## src/rtl/hazard_ctrl.sv

```systemverilog
// Pipeline hazard/stall controller: hold/flush/bubble controls, E-stage forwarding selects, data-memory wait tracking.
// Latency: controls and forwarding are combinational from current inputs and FSM state; counters/flags update next posedge.
// Backpressure: a pending data-memory access holds F/D/E and injects a bubble until ack or timeout; a same-cycle ack costs nothing.
module hazard_ctrl #(
    parameter int WAIT_MAX = 255
) (
    input  logic        clk,
    input  logic        rst,
    input  logic [4:0]  rs1D,
    input  logic [4:0]  rs2D,
    input  logic [4:0]  rs1E,
    input  logic [4:0]  rs2E,
    input  logic [4:0]  rdE,
    input  logic        we_regE,
    input  logic        ldE,
    input  logic [4:0]  rdM,
    input  logic        we_regM,
    input  logic [4:0]  rdW,
    input  logic        we_regW,
    input  logic        brch_takenE,
    input  logic        dmem_req,
    input  logic        dmem_ack,
    output logic        enbF,
    output logic        enbD,
    output logic        enbE,
    output logic        flashD,
    output logic        flashE,
    output logic        nop_gen,
    output logic [1:0]  fwd_aE,
    output logic [1:0]  fwd_bE,
    output logic        mem_err,
    output logic [31:0] stall_cnt
);

    typedef enum logic {
        RUN      = 1'b0,
        MEM_WAIT = 1'b1
    } state_t;

    // Last wait count before giving up on the memory.
    localparam logic [7:0] WAIT_LAST = 8'(WAIT_MAX - 1);

    state_t      state_q, state_d;
    logic [7:0]  wait_cnt_q, wait_cnt_d;
    logic        mem_err_q;
    logic [31:0] stall_cnt_q;

    logic timeout;
    logic memwait;
    logic ldu;

    assign timeout = (state_q == MEM_WAIT) && !dmem_ack && (wait_cnt_q == WAIT_LAST);
    assign memwait = ((state_q == RUN) && dmem_req && !dmem_ack) ||
                     ((state_q == MEM_WAIT) && !dmem_ack && !timeout);

    // Load in E whose destination is read by the instruction in D needs one bubble.
    assign ldu = ldE && we_regE && (rdE != 5'd0) && ((rdE == rs1D) || (rdE == rs2D));

    // Forwarding selects: M stage has priority over W; x0 never forwards.
    always_comb begin
        fwd_aE = 2'b00;
        fwd_bE = 2'b00;
        if (we_regM && (rdM != 5'd0) && (rdM == rs1E))
            fwd_aE = 2'b01;
        else if (we_regW && (rdW != 5'd0) && (rdW == rs1E))
            fwd_aE = 2'b10;
        if (we_regM && (rdM != 5'd0) && (rdM == rs2E))
            fwd_bE = 2'b01;
        else if (we_regW && (rdW != 5'd0) && (rdW == rs2E))
            fwd_bE = 2'b10;
    end

    // Pipeline control priority: reset, memory wait, taken branch, load-use.
    always_comb begin
        enbF    = 1'b0;
        enbD    = 1'b0;
        enbE    = 1'b0;
        flashD  = 1'b0;
        flashE  = 1'b0;
        nop_gen = 1'b0;
        if (rst) begin
            flashD = 1'b1;
            flashE = 1'b1;
        end else if (memwait) begin
            // Everything freezes, including a taken branch in E; it resolves after the wait.
            enbF    = 1'b1;
            enbD    = 1'b1;
            enbE    = 1'b1;
            nop_gen = 1'b1;
        end else if (brch_takenE) begin
            // D holds a wrong-path instruction, so any load-use stall on it is moot.
            flashD = 1'b1;
            flashE = 1'b1;
        end else if (ldu) begin
            enbF   = 1'b1;
            enbD   = 1'b1;
            flashE = 1'b1;
        end
    end

    // Next-state and wait counter for the memory-wait FSM.
    always_comb begin
        state_d    = state_q;
        wait_cnt_d = 8'd0;
        case (state_q)
            RUN: begin
                if (dmem_req && !dmem_ack)
                    state_d = MEM_WAIT;
            end
            MEM_WAIT: begin
                if (dmem_ack || timeout)
                    state_d = RUN;
                else
                    wait_cnt_d = wait_cnt_q + 8'd1;
            end
            default: state_d = RUN;
        endcase
    end

    // State, sticky timeout flag and stall performance counter.
    always_ff @(posedge clk) begin
        if (rst) begin
            state_q     <= RUN;
            wait_cnt_q  <= 8'd0;
            mem_err_q   <= 1'b0;
            stall_cnt_q <= 32'd0;
        end else begin
            state_q    <= state_d;
            wait_cnt_q <= wait_cnt_d;
            if (timeout)
                mem_err_q <= 1'b1;
            if (enbF)
                stall_cnt_q <= stall_cnt_q + 32'd1;
        end
    end

    assign mem_err   = mem_err_q;
    assign stall_cnt = stall_cnt_q;

endmodule

```

## config.mk

```make
export PLATFORM = sky130hd
export DESIGN_NAME = hazard_ctrl
export DESIGN_NICKNAME = d
export VERILOG_FILES = /design/src/rtl/hazard_ctrl.sv
export SDC_FILE = /design/constraint.sdc
export NUM_CORES = 1
export LEC_CHECK = 0
export ABC_AREA = 1
export BUFFER_PORTS_ARGS = -buffer_cell sky130_fd_sc_hd__buf_2
export CORE_MARGIN = 10
export CORE_UTILIZATION = 50
export CTS_CLUSTER_DIAMETER = 100
export DETAILED_ROUTE_END_ITERATION = 8
export PLACE_DENSITY = 0.77
export SETUP_SLACK_MARGIN = 0.2
export SLEW_MARGIN = 25
export SYNTH_ARGS = -nofsm -noshare
export SYNTH_HDL_FRONTEND = slang
export SYNTH_SLANG_ARGS = --single-unit
```

## constraint.sdc

```tcl
create_clock -name clk -period 3.8 [get_ports clk]
set_input_delay 0.19 -clock clk [delete_from_list [all_inputs] [get_ports clk]]
set_output_delay 0.19 -clock clk [all_outputs]
set_load 0.02 [all_outputs]
```

Word level (Yosys, flattened, before mapping)

Cells that the tools add are included.

$add $sub $neg: 2
Eq/ne operators: 7
Mux-type cells: 19
Bitwise operators: 1
Reductions and logical operators: 24

Operator list:

| kind                    | number |
|---|---|
| $add A32 B1 Y32 const B | 1 |
| $eq A5 B5 Y1            | 6 |
| $logic_and A1 B1 Y1     | 15 |
| $reduce_bool A5 Y1      | 3 |
| $mux W1                 | 14 |
| $add A8 B1 Y8 const B   | 1 |
| $eq A8 B8 Y1 const B    | 1 |
| $mux W2                 | 4 |
| $logic_or A1 B1 Y1      | 3 |
| $reduce_or A3 Y1        | 1 |
| $logic_not A1 Y1        | 2 |
| $pmux W1 S2             | 1 |
| $not A1 Y1              | 1 |

Register bits: 42
Bits of input ports: 44
Output and inout bits: 43
Logic and storage cells: 57

Depth between registers and ports, before layout

Depth in word-level cells: 8
Mapped depth: 13
Gate-level depth less buffers: 12

Worst setup path after synthesis

Ideal clock, no wire load.

Path type: reg2out
Start: register wait_cnt_q[0]
End: output port enbF
Arrival: 1.646 ns
Required time: 3.610 ns
Path slack: 1.964 ns
Cell stages (with the launch flop): 14
Path buffers: 2
Cell sequence: dfxtp_1 -> inv_1 -> ha_1 -> inv_1 -> nor2_1 -> nand2_2 -> nand3_2 -> nand3_1 -> nand2_2 -> inv_2 -> nand2_8 -> buf_6 -> inv_1 -> buf_4

Word-level cells in the longest chain between the ends: 7

RTL lines:

| item                   | line | source |
|---|---|---|
| from (decl)            | 44   | `logic [7:0] wait_cnt_q, wait_cnt_d;` |
| from (signal assigned) | 129  | `wait_cnt_q <= wait_cnt_d;` |
| $eq A8 B8 Y1           | 52   | `assign timeout = (state_q == MEM_WAIT) && !dmem_ack && (wait_cnt_q == WAIT_LAST);` |
| $logic_and A1 B1 Y1    | 52   |  |
| $logic_not A1 Y1       | 54   | `((state_q == MEM_WAIT) && !dmem_ack && !timeout);` |
| $logic_and A1 B1 Y1    | 54   |  |
| $logic_or A1 B1 Y1     | 53   | `assign memwait = ((state_q == RUN) && dmem_req && !dmem_ack) \|\|` |
| $mux W1 (2 in series)  | -    |  |
| to (decl)              | 23   | `output logic enbF,` |

Every way passes these cells.

Worst setup path after layout

Start: register wait_cnt_q[0]
End: output port enbF

Word-level cells in the longest chain between the ends: 7

RTL lines:

| item                | line | source |
|---|---|---|
| $eq A8 B8 Y1        | 52   |  |
| $logic_and A1 B1 Y1 | 52   |  |
| $logic_not A1 Y1    | 54   |  |
| $logic_and A1 B1 Y1 | 54   |  |
| $logic_or A1 B1 Y1  | 53   |  |
| $mux W1             | 84   | `end else if (memwait) begin` |
| $mux W1             | 81   | `if (rst) begin` |

Every way passes these cells.

==> results.py <==
metrics = {
    "outcome": {
        "status": "finished clean",
    },
    "grt": {
        "grt_max_degree": 34,
        "antenna_found_initial": 0,
        "grt_first_pass_wirelength_um": 14490,
        "grt_pass1_vias": 3170,
        "grt_usage_pct": 17.29,
        "grt-ovfl-total": 0,
    },
    "route": {
        "vias": 3249,
        "vias_per_cell": 5.108,
        "drtIter0Drc": 248,
        "drc": 0,
        "ant_nets": 0,
        "routed_wl_um": 8409,
        "routedWlPerCell_um": 13.22,
        "dr.pass1.iters": 4,
    },
    "placement": {
        "post-place-ws_ns": 1.678,
        "gp_routability_congestion": 0.9630,
        "post-dp-hpwl_um": 6684,
        "placed_area_um2": 3488,
        "dpl.cell_count": 628,
        "io_buffers": 86,
    },
    "yosys": {
        "synth-edff-count": 0,
        "ys_async_sr_fraction_pct": 0,
        "ys_types": 29,
        "ys_seq_elements": 42,
        "netlist_area_um2": 3069,
        "synth_nets": 529,
        "yosys_warnings": 0,
        "ys.flop_type": "dfxtp_1",
        "synthCells": 482,
        "synth-seq-area-share_pct": 27.40,
        "syn_avg_cell_area_um2": 6.368,
    },
    "hold_path": {
        "holdCritPathClass": "in -> reg",
    },
    "sta": {
        "holdWs_ns": 0.2064,
        "rsz0062_at_grt": "no",
        "finalCritPeriodShare_pct": 64.30,
        "hold_viol": 0,
        "slew_headroom_pct": 60.16,
        "max_freq_mhz": 409.2,
        "drv_slew": 0,
        "setup_violations": 0,
        "setup_tns_ns": 0,
        "period_needed_ns": 2.444,
        "fin_ws_ns": 1.356,
        "clock_skew_ns": 0.008328,
        "worst_slew_pin_slew_ns": 0.5976,
    },
    "clock_network": {
        "clk_path_buf_depth": 2,
        "cts_tree": "yes",
        "cts_buffers": 5,
        "cts.clk_slew.worst_paths_ns": 0.08,
        "clkSinkCount": 42,
        "cts_resized": 0,
        "cts.htree.levels": 2,
        "cts_root_buf": "clkbuf_8",
        "cts_hold_buf": 0,
        "post_cts_buffers": 0,
        "insertion_delay_ns": 0.30,
    },
    "run": {
        "maxCapViolations": 0,
    },
    "floorplanning": {
        "die_h_um": 98.35,
        "ios": 87,
        "start_util_pct": 51.53,
        "die_area_um2": 9672,
        "rows": 28,
        "die_w_um": 98.35,
        "core-area_um2": 5956,
    },
    "layout": {
        "layout-drive-gt1-share_pct": 21.39,
        "final_util_pct": 60.48,
        "final_cells": 636,
        "layout.nets": 607,
        "fin_area_um2": 3602,
        "fill_cells": 604,
        "diodes": 0,
        "areaGrowthSynthToFinish_pct": 17.37,
    },
    "critical_path": {
        "cp-start-kind": "flip-flop",
        "critPathMaxFanout": 33,
        "critical_path.cell_chain": "inv_1, ha_1, inv_1, nor2_1, nand2_2, nand3_2, nand3_1, nand2_2, inv_2, nand2_8, inv_1, buf_2",
        "cpPeakStageDelay_ns": 0.43,
        "crit_top_cell": "inv_1",
        "cp-end-kind": "primary output",
        "arrival_ns": 2.25,
        "critPathKind": "reg -> out",
        "slowest_stage": "inv_2",
        "required_ns": 3.61,
    },
    "power_and_ir_drop": {
        "power.density_nw_per_um2": 262.3,
        "power_leakage_nw": 1.557,
        "p_total_mw": 0.9450,
        "ir_worst_vdd_mv": 0.2737,
    },
}
## cell families after synthesis
| kind of cell | Yosys count | synth area share, % |
|---|---|---|
| flops | 42 | 27.40 |
| buf+inv | 45 | 7.093 |
| xor+xnor | 42 | 11.99 |
| simple gates | 315 | 46.27 |
| compound gates | 35 | 6.034 |
| fa+ha+maj | 3 | 1.223 |
## power by group
| part | switching [mW] | internal, mW |
|---|---|---|
| Clock | 0.169 | 0.196 |
| Combinational | 0.0833 | 0.0500 |
| Sequential | 0.00407 | 0.443 |
## cell usage in the layout (no fill, tap or decap), types with 3 or more instances in the layout
cell type / count
xor2_1: 22
ha_1: 3
xnor2_1: 20
nand3_1: 39
nand2_2: 5
a21oi_1: 30
nor2_4: 3
dfxtp_1: 42
nor2_1: 69
nor2_2: 8
clkbuf_8: 5
nand2_1: 155
nand3b_1: 14
nand4_1: 7
nor3_1: 6
inv_1: 28
buf_2: 86
## synth_stat cells, types with 3 or more instances
master / instances / share of area, %
buf_4: 4 / 0.98
nand2_2: 5 / 1.0
nor2_1: 69 / 8.4
nor2_2: 8 / 1.6
ha_1: 3 / 1.2
nor2_4: 3 / 1.1
xnor2_1: 20 / 5.7
dfxtp_1: 42 / 27
nand3_1: 39 / 6.4
nor3_1: 6 / 0.98
buf_2: 3 / 0.49
nand2_1: 155 / 19
clkbuf_1: 4 / 0.49
nand4_1: 7 / 1.4
nand3b_1: 14 / 3.4
buf_6: 4 / 1.5
xor2_1: 22 / 6.3
inv_1: 28 / 3.4
a21oi_1: 30 / 4.9
## final cells by class
cell class / count / area [um2] / area share (%)
inverter: 30 / 112.6 / 3.126
timing repair buffer: 86 / 430.4 / 11.95
tap: 75 / 93.84 / 2.605
sequential: 42 / 840.8 / 23.34
clock buffer: 5 / 68.82 / 1.910
clock inverter: 3 / 45.04 / 1.250
multi-input combinational: 395 / 2011 / 55.82
## critical path: cells and delay by family (launching register included)
| family | cells | cell delay (ns) |
|---|---|---|
| adder cells (fa/ha/maj) | 1 | 0.19 |
| buffers and inverters | 5 | 0.82 |
| flip-flops | 1 | 0.38 |
| AND/OR/NAND/NOR | 6 | 0.56 |
## layer usage
metal	share of wire [%]	wire length [um]	GRT usage, %
met1	41	3420	19.88
met2	50	4186	29.55
met3	7.8	656	5.497
met4	1.7	146	5.623
met5	0	0	0
## registers in the layout (all words and copies together), names as in the netlist
name	cells
stall_cnt	32
wait_cnt_q	8
mem_err	1
state_q	1
## path summary, 6_finish.rpt
path,endpoint,from,slack (ns),cells past startpoint
worst max-delay path,enbF,wait_cnt_q[0],1.36,12
worst min-delay path,mem_err,dmem_ack,0.21,3
worst max register to register,stall_cnt[11],wait_cnt_q[0],1.81,12
worst min register to register,wait_cnt_q[0],wait_cnt_q[0],0.47,1
(Power assumes the default switching activity.)
